## config.mk

```make
export PLATFORM = sky130hd
export DESIGN_NAME = sdram_port_arbiter
export DESIGN_NICKNAME = d
export VERILOG_FILES = /design/src/rtl/sdram_port_arbiter.sv
export SDC_FILE = /design/constraint.sdc
export NUM_CORES = 1
export LEC_CHECK = 0
export ABC_CLOCK_PERIOD_IN_PS = 5400
export CORE_ASPECT_RATIO = 1.25
export CORE_MARGIN = 1.5
export CORE_UTILIZATION = 52
export DETAILED_ROUTE_END_ITERATION = 10
export GPL_ROUTABILITY_DRIVEN = 0
export PLACE_DENSITY_LB_ADDON = 0.08
export SYNTH_ARGS = -nofsm -noshare
export SYNTH_HDL_FRONTEND = slang
export SYNTH_SLANG_ARGS = --single-unit
```

## constraint.sdc

```tcl
create_clock -name clk -period 5.4 [get_ports clk]
set_clock_uncertainty 0.15 [all_clocks]
set_input_delay 0.54 -clock clk [delete_from_list [all_inputs] [get_ports clk]]
set_output_delay 0.54 -clock clk [all_outputs]
set_load 0.005 [all_outputs]
```

## src/rtl/sdram_port_arbiter.sv

```systemverilog
// Round-robin arbiter multiplexing NCH read channels and one write port onto a
// single SDRAM request channel, with overflow and timeout error reporting.
module sdram_port_arbiter #(
    parameter int NCH     = 4,
    parameter int AW      = 24,
    parameter int TIMEOUT = 64
) (
    input  logic              clk,
    input  logic              RSTn,
    input  logic [NCH-1:0]    ch_req,
    input  logic [NCH*AW-1:0] ch_addr,
    output logic [NCH-1:0]    ch_rdy,
    output logic [15:0]       ch_dout,
    input  logic              wr_req,
    input  logic [AW-1:0]     wr_addr,
    input  logic [15:0]       wr_data,
    input  logic [1:0]        wr_be,
    output logic              wr_rdy,
    input  logic              rd_hold,
    output logic              mem_req,
    output logic [AW-1:0]     mem_addr,
    output logic [15:0]       mem_din,
    output logic [1:0]        mem_be,
    output logic              mem_rnw,
    input  logic              mem_rdy,
    input  logic [15:0]       mem_dout,
    output logic              err_timeout,
    output logic              err_ovf
);

    localparam int IW = (NCH > 1) ? $clog2(NCH) : 1;
    localparam int CW = 10;

    typedef enum logic [1:0] {S_IDLE, S_ISSUE, S_WAIT} state_t;

    state_t          state_q, state_d;
    logic [NCH-1:0]  pending_q, pending_d;
    logic [NCH-1:0]  load_rd, clr_rd, ch_rdy_d;
    logic            wr_pend_q, wr_pend_d;
    logic            load_wr, clr_wr, ovf;
    logic [AW-1:0]   addr_q [NCH];
    logic [AW-1:0]   wr_addr_q;
    logic [15:0]     wr_data_q;
    logic [1:0]      wr_be_q;
    logic [IW-1:0]   rr_ptr_q, gnt_idx_q, rd_sel;
    logic            gnt_wr_q;
    logic            rd_found, grant_wr, grant_rd, done, abort;
    logic [CW-1:0]   cnt_q;
    logic [IW:0]     cand;

    logic            mem_req_q, mem_rnw_q;
    logic [AW-1:0]   mem_addr_q;
    logic [15:0]     mem_din_q, ch_dout_q;
    logic [1:0]      mem_be_q;
    logic [NCH-1:0]  ch_rdy_q;
    logic            wr_rdy_q, err_timeout_q, err_ovf_q;

    // Round-robin search starting one past the last completed read channel.
    always_comb begin
        rd_found = 1'b0;
        rd_sel   = '0;
        cand     = '0;
        for (int k = 1; k <= NCH; k++) begin
            cand = {1'b0, rr_ptr_q} + (IW+1)'(k);
            if (cand >= (IW+1)'(NCH)) cand = cand - (IW+1)'(NCH);
            if (!rd_found && pending_q[cand[IW-1:0]]) begin
                rd_found = 1'b1;
                rd_sel   = cand[IW-1:0];
            end
        end
    end

    always_comb begin
        state_d  = state_q;
        grant_wr = 1'b0;
        grant_rd = 1'b0;
        done     = 1'b0;
        abort    = 1'b0;
        case (state_q)
            S_IDLE: begin
                if (wr_pend_q) begin
                    grant_wr = 1'b1;
                    state_d  = S_ISSUE;
                end else if (!rd_hold && rd_found) begin
                    grant_rd = 1'b1;
                    state_d  = S_ISSUE;
                end
            end
            S_ISSUE: state_d = S_WAIT;
            S_WAIT: begin
                if (mem_rdy) begin
                    done    = 1'b1;
                    state_d = S_IDLE;
                end else if (cnt_q == CW'(TIMEOUT - 1)) begin
                    abort   = 1'b1;
                    state_d = S_IDLE;
                end
            end
            default: state_d = S_IDLE;
        endcase
    end

    // A request landing in the same cycle its slot is freed is kept, not flagged.
    always_comb begin
        clr_rd = '0;
        if ((done || abort) && !gnt_wr_q) clr_rd[gnt_idx_q] = 1'b1;
        clr_wr    = (done || abort) && gnt_wr_q;
        load_rd   = ch_req & (~pending_q | clr_rd);
        pending_d = (pending_q & ~clr_rd) | load_rd;
        load_wr   = wr_req && (!wr_pend_q || clr_wr);
        wr_pend_d = (wr_pend_q && !clr_wr) || load_wr;
        ovf       = (|(ch_req & ~load_rd)) || (wr_req && !load_wr);
        ch_rdy_d  = done ? clr_rd : '0;
    end

    always_ff @(posedge clk or negedge RSTn) begin
        if (!RSTn) begin
            state_q       <= S_IDLE;
            pending_q     <= '0;
            wr_pend_q     <= 1'b0;
            rr_ptr_q      <= IW'(NCH - 1);
            gnt_idx_q     <= '0;
            gnt_wr_q      <= 1'b0;
            cnt_q         <= '0;
            mem_req_q     <= 1'b0;
            mem_rnw_q     <= 1'b1;
            mem_addr_q    <= '0;
            mem_din_q     <= '0;
            mem_be_q      <= '0;
            ch_rdy_q      <= '0;
            wr_rdy_q      <= 1'b0;
            ch_dout_q     <= '0;
            err_timeout_q <= 1'b0;
            err_ovf_q     <= 1'b0;
        end else begin
            state_q       <= state_d;
            pending_q     <= pending_d;
            wr_pend_q     <= wr_pend_d;
            mem_req_q     <= grant_wr || grant_rd;
            cnt_q         <= (state_q == S_WAIT && state_d == S_WAIT) ? cnt_q + 1'b1 : '0;
            ch_rdy_q      <= ch_rdy_d;
            wr_rdy_q      <= done && gnt_wr_q;
            err_timeout_q <= err_timeout_q || abort;
            err_ovf_q     <= err_ovf_q || ovf;
            if (grant_wr) begin
                gnt_wr_q   <= 1'b1;
                mem_addr_q <= wr_addr_q;
                mem_din_q  <= wr_data_q;
                mem_be_q   <= wr_be_q;
                mem_rnw_q  <= 1'b0;
            end else if (grant_rd) begin
                gnt_wr_q   <= 1'b0;
                gnt_idx_q  <= rd_sel;
                mem_addr_q <= addr_q[rd_sel];
                mem_din_q  <= '0;
                mem_be_q   <= 2'b11;
                mem_rnw_q  <= 1'b1;
            end
            if (done && !gnt_wr_q) begin
                ch_dout_q <= mem_dout;
                rr_ptr_q  <= gnt_idx_q;
            end
        end
    end

    // Request payloads are plain storage, qualified by the pending flags.
    always_ff @(posedge clk) begin
        for (int i = 0; i < NCH; i++) begin
            if (load_rd[i]) addr_q[i] <= ch_addr[i*AW +: AW];
        end
        if (load_wr) begin
            wr_addr_q <= wr_addr;
            wr_data_q <= wr_data;
            wr_be_q   <= wr_be;
        end
    end

    assign mem_req     = mem_req_q;
    assign mem_addr    = mem_addr_q;
    assign mem_din     = mem_din_q;
    assign mem_be      = mem_be_q;
    assign mem_rnw     = mem_rnw_q;
    assign ch_rdy      = ch_rdy_q;
    assign wr_rdy      = wr_rdy_q;
    assign ch_dout     = ch_dout_q;
    assign err_timeout = err_timeout_q;
    assign err_ovf     = err_ovf_q;

endmodule

```

==> metrics.txt, run 1 <==
largest family of logic cells by synthesized area=multiplexers; #FFs+latches synth=227; Main synth FF type=edfxtp_1; critical path launch point type=flip-flop; DRC viols=0; multi-input combinational cell area=2090 um2; Compound-Gate Fraction of Synth Area=approximately 7.9%; Total GRT Usage=23.2%; area grow syn2layout=37.4%; r2r setup slk=about 2 ns; routed vias/inst=between 5 and 6; vias in the first global route=~6,000; status=completed; post-synthesis adder-cell area fraction=less than 1%; NetSw=1620 uW; Pwr Density=473 nW/um2; Crit path arrival time=3.60 ns; Netlist cell types=44; Seq. cell area=6370 um2; crit path time final=3.34 ns; # H-tree levels=1; Post-DRT Antenna Nets=0; initial antenna violation count=0; RSZ-0062 raised after global routing=false; setup ws final=2.06 ns; CTS tree=done; Initial Util=between 50% and 60%; initial DRC count=around 420; R2R Path End=mem_addr[16]; crit path to=mem_addr[16]; Lkg Pwr=between 0.004 and 0.005 uW; Routed WL per cell=~19 um; most frequent cells in the layout=clkdlybuf4s50_1, edfxtp_1, dfrtp_1, mux2i_1, nand2_1; die area=17,300 um2; Crit Path Class=flip-flop to flip-flop; Inserted Clock Buffers=22; die height=147 um; final hold viol count=0; core region area=roughly 16,000 um2; first-pass GRT wire length=31,100 um; largest area contributor in the netlist=edfxtp_1; peak supply drop=around 240 uV; Final Max Tran Viols=0; fmax=about 0.3 GHz; Mapped Cells=575; Synth top area share=just under 50%; worst r2r path cells=5; first drt pass iteration count=7; antenna cells=0; Final nets=about 970; synthesized area per cell=approximately 15 um2; clock-pin slew on the worst setup and hold paths=0.06 ns; grt total ovfl=0; sequential-to-total area share from yosys stat=around three quarters; row count=between 50 and 60; clock power share=about a quarter; Post-Syn Area=around 8600 um2; crit share post-route=about three fifths; top cells by area, synth=edfxtp_1, dfrtp_1, mux2i_1, nand2_1, o21bai_1; Critical R2R Launch=pending_q[3]; clk sinks=roughly 230; EDFF count, synth=about 140; post-synthesis mux area share=8.19%; CTS Buffer Depth=3; maximum fanout along the worst path=23; vias=around 5,600; Synthesized Nets=approximately 740; Worst slew margin=25.7%; setup TNS=0 ns; Filler cells=1,069; Critical Path RT=approximately 5.7 ns; layout cell share with drive strength beyond 1=under 10%; number of max-cap violations=0; yosys warns=0; crit path from=pending_q[3]; net switching share of the total power=approximately 29%; Crit. End Element=flip-flop; sequential share of power=42.7%; drt total wl=20,000 um; worst slew pin tran=approximately 1.1 ns; Hold WC Path Type=flip-flop to flip-flop; final setup fails=0; Setup WS pre-CTS=roughly 1.7 ns; Resize count post-CTS=0; Internal=around 4000 uW; clk_lat worst skew=around 0.50 ns; Die Width=approximately 120 um; most common cell after layout, fill and taps aside=clkdlybuf4s50_1; DPL Wire Length=approximately 13,000 um; number of port buffers=around 230; I/O pin total=230; Simple-Gate Fraction of Synth Area=6.88%; largest net degree at the start of global routing=64; Post-Synth XOR/XNOR Area=less than 1%; combinational share of power=between 30% and 40%; Root Driver=clkbuf_16; fraction of registers with async set/reset=just under 40%
worst min-delay path by stage:
stage	startpoint	endpoint	slack, ns	cells after the start
final	wr_be_q[1]	mem_be[1]	0.30	2
after global routing	wr_be_q[0]	mem_be[0]	0.33	2
after CTS	wr_be_q[1]	mem_be[1]	0.30	2
after detailed placement	wr_be_q[1]	mem_be[1]	0.29	2
after global placement	wr_be_q[0]	mem_be[0]	0.28	2
after floorplan	RSTn	ch_dout[0]	0.09	0
layer usage:
metal	routed length [um]	vias to the layer above	part of all wire, %	GRT usage [%]
li1	-	2564	-	-
met1	7510	2737	38	28.3
met2	10500	263	53	41.5
met3	1380	44	6.9	4.43
met4	556	0	2.8	8.05
met5	0	-	0	0
cells in the mapped netlist, types with 2 or more instances:
library cell	n
o21bai_1	23
nand2_1	49
nand3_1	7
and3_1	6
a21o_1	2
xor2_1	4
nor3_1	2
nand2b_1	8
o21a_1	2
dfrtp_1	86
nor2_1	36
nand3b_1	3
dfstp_2	3
buf_1	3
edfxtp_1	138
xnor2_1	4
a21oi_1	27
mux2_1	5
mux2i_1	49
o21ai_1	3
inv_1	6
clkbuf_1	12
a21boi_1	2
and2_1	6
o21ai_0	21
o22ai_1	23
nor3b_1	2
buf_4	3
mux2_2	14
buf_2	12
stage by stage:
step / total power, uW / area [um2] / hold slack (ns) / util (%) / instances
floorplan: 3300 / 8600 / 0.0944 / - / 575
global placement: 4080 / 11100 / 0.277 / 68.5 / 996
detailed placement: 4160 / 11100 / 0.287 / 68.5 / 996
CTS: 5640 / 11800 / 0.300 / 72.9 / 1037
global route: 5880 / 11800 / 0.335 / 72.9 / 1037
finish: 5590 / 11800 / 0.295 / 72.9 / 1037
power groups by stage:
| stage | clock network, uW | registers (uW) | logic [uW] |
|---|---|---|---|
| finish | 1470 | 2390 | 1730 |
| global route | 1580 | 2420 | 1880 |
| CTS | 1500 | 2380 | 1750 |
| detailed placement | 0 | 2410 | 1740 |
| global placement | 0 | 2400 | 1680 |
| floorplan | 0 | 2380 | 924 |
worst max-delay path, cell delays in order, from the launching register on:
cell,delay (ns)
dfrtp_1,0.56
nor4_2,0.13
nor4_4,0.75
nand3_1,1.03
o22ai_1,0.47
o21bai_1,0.15
registers in the layout (all words and copies together), names as in the netlist, 2 cells and up:
name / count
cnt_q: 10
rr_ptr_q: 2
wr_be_q: 2
wr_data_q: 16
state_q: 2
ch_dout: 16
ch_rdy: 4
gnt_idx_q: 2
mem_addr: 24
mem_din: 16
wr_addr_q: 24
addr_q: 96
pending_q: 4
mem_be: 2
timing repair:
action | 4_1_cts | 5_1_grt
endpoints found under the hold margin | 26 | 0
buffers inserted | 0 | 0
hold buffers | 1 | 0
layout make-up:
cell class / instances / area share, %
sequential: 227 / 54.0
timing repair buffer: 236 / 19.9
multi-input combinational: 312 / 17.7
clock buffer: 36 / 5.81
tap: 216 / 2.29
inverter: 6 / 0.191
clock inverter: 4 / 0.169
logic make-up after synthesis:
group,Yosys count
buffers and inverters,36
xor gates and xnor gates,8
AOI/OAI and AO/OA,110
adders and majority gates,1
muxes,68
and+or+nand+nor,125
DFF,227
Power figures use the tool's default switching activity.
==> run 2: changes to the inputs <==
--- a/config.mk
+++ b/config.mk
@@ -5,10 +5,10 @@
 export SDC_FILE = /design/constraint.sdc
 export NUM_CORES = 1
 export LEC_CHECK = 0
-export ABC_CLOCK_PERIOD_IN_PS = 5400
+export ABC_CLOCK_PERIOD_IN_PS = 2900
 export CORE_ASPECT_RATIO = 1.25
 export CORE_MARGIN = 1.5
-export CORE_UTILIZATION = 52
+export CORE_UTILIZATION = 44
 export DETAILED_ROUTE_END_ITERATION = 10
 export GPL_ROUTABILITY_DRIVEN = 0
 export PLACE_DENSITY_LB_ADDON = 0.08
==> constraint.sdc (replaced) <==
create_clock -name clk -period 2.9 [get_ports clk]
set_clock_uncertainty 0.15 [all_clocks]
set_input_delay 0.29 -clock clk [delete_from_list [all_inputs] [get_ports clk]]
set_output_delay 0.29 -clock clk [all_outputs]
set_load 0.005 [all_outputs]
==> metrics.txt, run 2 (synthesis results as in run 1) <==
Final nets=982 (+1.3%); setup ws final=0.264 ns (-1.79 ns); final setup fails=0 (unchanged); peak supply drop=502 uV (+110%); max FFs per register=96 (unchanged); critical path launch point type=flip-flop; largest net degree at the start of global routing=50 (-22%); final hold viol count=0 (unchanged); Resize count post-CTS=0 (unchanged); Seq. cell area=6370 um2 (unchanged); maximum fanout along the worst path=16 (-30%); Worst slew margin=29.4% (+3.7 points); clock-pin slew on the worst setup and hold paths=0.06 ns (about the same); vias in the first global route=5,876 (-1.2%); Total GRT Usage=20.7% (-2.5 points); multi-input combinational cell area=2090 um2 (unchanged); Biggest register=addr_q; placed insts=1,057 (+6.1%); M2 GR Usage=37.0% (-4.5 points); I/O pin total=230 (unchanged); crit path time final=2.64 ns (-0.706 ns); final design area excluding fillers=12,100 um2 (+2.2%); Inserted Clock Buffers=23 (+4.5%); status=completed; Post-DRT Antenna Nets=0 (unchanged); Critical R2R Launch=pending_q[3]; r2r setup slk=0.26 ns (-1.79 ns); Final Max Tran Viols=0 (unchanged); Filler cells=1,471 (+38%); Die Width=128 um (+8.5%); crit share post-route=90.9% (+29 points); # H-tree levels=1 (unchanged); Crit path arrival time=2.84 ns (-0.76 ns); Pwr Density=883 nW/um2 (+87%); antenna cells=0 (unchanged); clk_lat worst skew=0.50 ns (about the same); fmax=0.379 GHz (+27%); Crit. End Element=flip-flop; R2R Path End=mem_addr[5]; RSZ-0062 raised after global routing=false; met3 Resource Use GR=3.49% (-0.93 points); clk sinks=227 (unchanged); die height=159 um (+8.5%); Routed WL per cell=19.1 um (-0.89%); vias=5,532 (-1.4%); die area=20,400 um2 (+18%); number of port buffers=229 (unchanged); crit path from=pending_q[3]; row count=57 (+9.6%); Setup WS pre-CTS=0.291 ns (-1.37 ns); worst slew pin tran=1.06 ns (-0.0515 ns); CTS Buffer Depth=3 (unchanged); Root Driver=clkbuf_16; GRT busiest layer=met2; worst r2r path cells=7 (+2); initial DRC count=269 (-36%); setup TNS=0 ns (unchanged); Lkg Pwr=0.00461 uW (+2.2%); first drt pass iteration count=4 (-3); crit path to=mem_addr[5]; routed vias/inst=5.03 (-7.0%); most frequent cells in the layout=clkdlybuf4s50_1, edfxtp_1, dfrtp_1, mux2i_1, nand2_1; Crit Path Class=flip-flop to flip-flop; Initial Util=44.5% (-8.6 points); first-pass GRT wire length=32,400 um (+4.1%); layout cell share with drive strength beyond 1=9.82% (+1.8 points); Global Route met1 Usage=25.8% (-2.5 points); final cell count without fillers=1,100 (+6.1%); area grow syn2layout=40.5%; initial antenna violation count=1 (+1); Core Util, Final=62.5% (-10 points); Cell Area, Placed=11,300 um2 (+1.9%); CTS tree=done; grt total ovfl=0 (unchanged); Hold WC Path Type=primary input to asynchronous set/reset pin; DRC viols=0 (unchanged); core region area=19,300 um2 (+19%); most common cell after layout, fill and taps aside=clkdlybuf4s50_1; Critical Path RT=3.10 ns (-2.56 ns); DPL Wire Length=14,400 um (+7.3%); number of max-cap violations=0 (unchanged); drt total wl=21,000 um (+5.1%)
==> run 2: changes by cell type in the layout (fill, tap and decap cells not counted), sizes merged <==
cell / previous run / this run
buf: 7 / 19
bufinv: 0 / 1
inv: 6 / 7
==> run 2: repair_timing <==
item | 4_1_cts | 5_1_grt
endpoints found under the hold margin | 47 | 0
hold buffers | 1 | 0
buffers inserted | 0 | 0
==> run 2: final cells by class <==
cell class,instances,share of cell area (%)
Clock buffer,36,5.78
Clock inverter,6,0.477
Inverter,6,0.187
Multi-Input combinational cell,312,17.3
Sequential cell,227,52.8
Tap cell,265,2.75
Timing Repair Buffer,248,20.7
==> run 2: power breakdown <==
group	total [uW]	internal, uW	switching, uW
registers	4450	4070	377
logic	3310	1780	1530
clock network	2900	1740	1160
total	10700	7590	3070
==> run 2: worst min path at each step <==
stage / from / end / slack [ns]
floorplan: RSTn / ch_dout[0] / -0.16
global placement: RSTn / mem_din[6] / 0.19
detailed placement: RSTn / mem_din[8] / 0.20
CTS: wr_be[1] / wr_be_q[1] / 0.17
global route: ch_addr[93] / addr_q[3][21] / 0.17
finish: RSTn / mem_din[8] / 0.18
==> run 2: metal layers <==
layer / routed length, um / vias up
met3: 1290 / 35
met5: 13 / -
met2: 10900 / 224
met1: 8390 / 2674
met4: 452 / 2
li1: - / 2597
==> run 2: worst max-delay path, cell delays in order (launching register included) <==
cell	delay, ns
dfrtp_1	0.56
nand2b_1	0.13
a21boi_1	0.18
o21ai_4	0.64
buf_4	0.37
mux2i_1	0.22
o22ai_1	0.09
o21bai_1	0.15
==> run 2: through the flow <==
| step | total power, uW | hold WS, ns |
|---|---|---|
| floorplan | 6140 | -0.156 |
| global placement | 7740 | 0.185 |
| detailed placement | 7840 | 0.197 |
| CTS | 10800 | 0.169 |
| global route | 11200 | 0.171 |
| finish | 10700 | 0.184 |
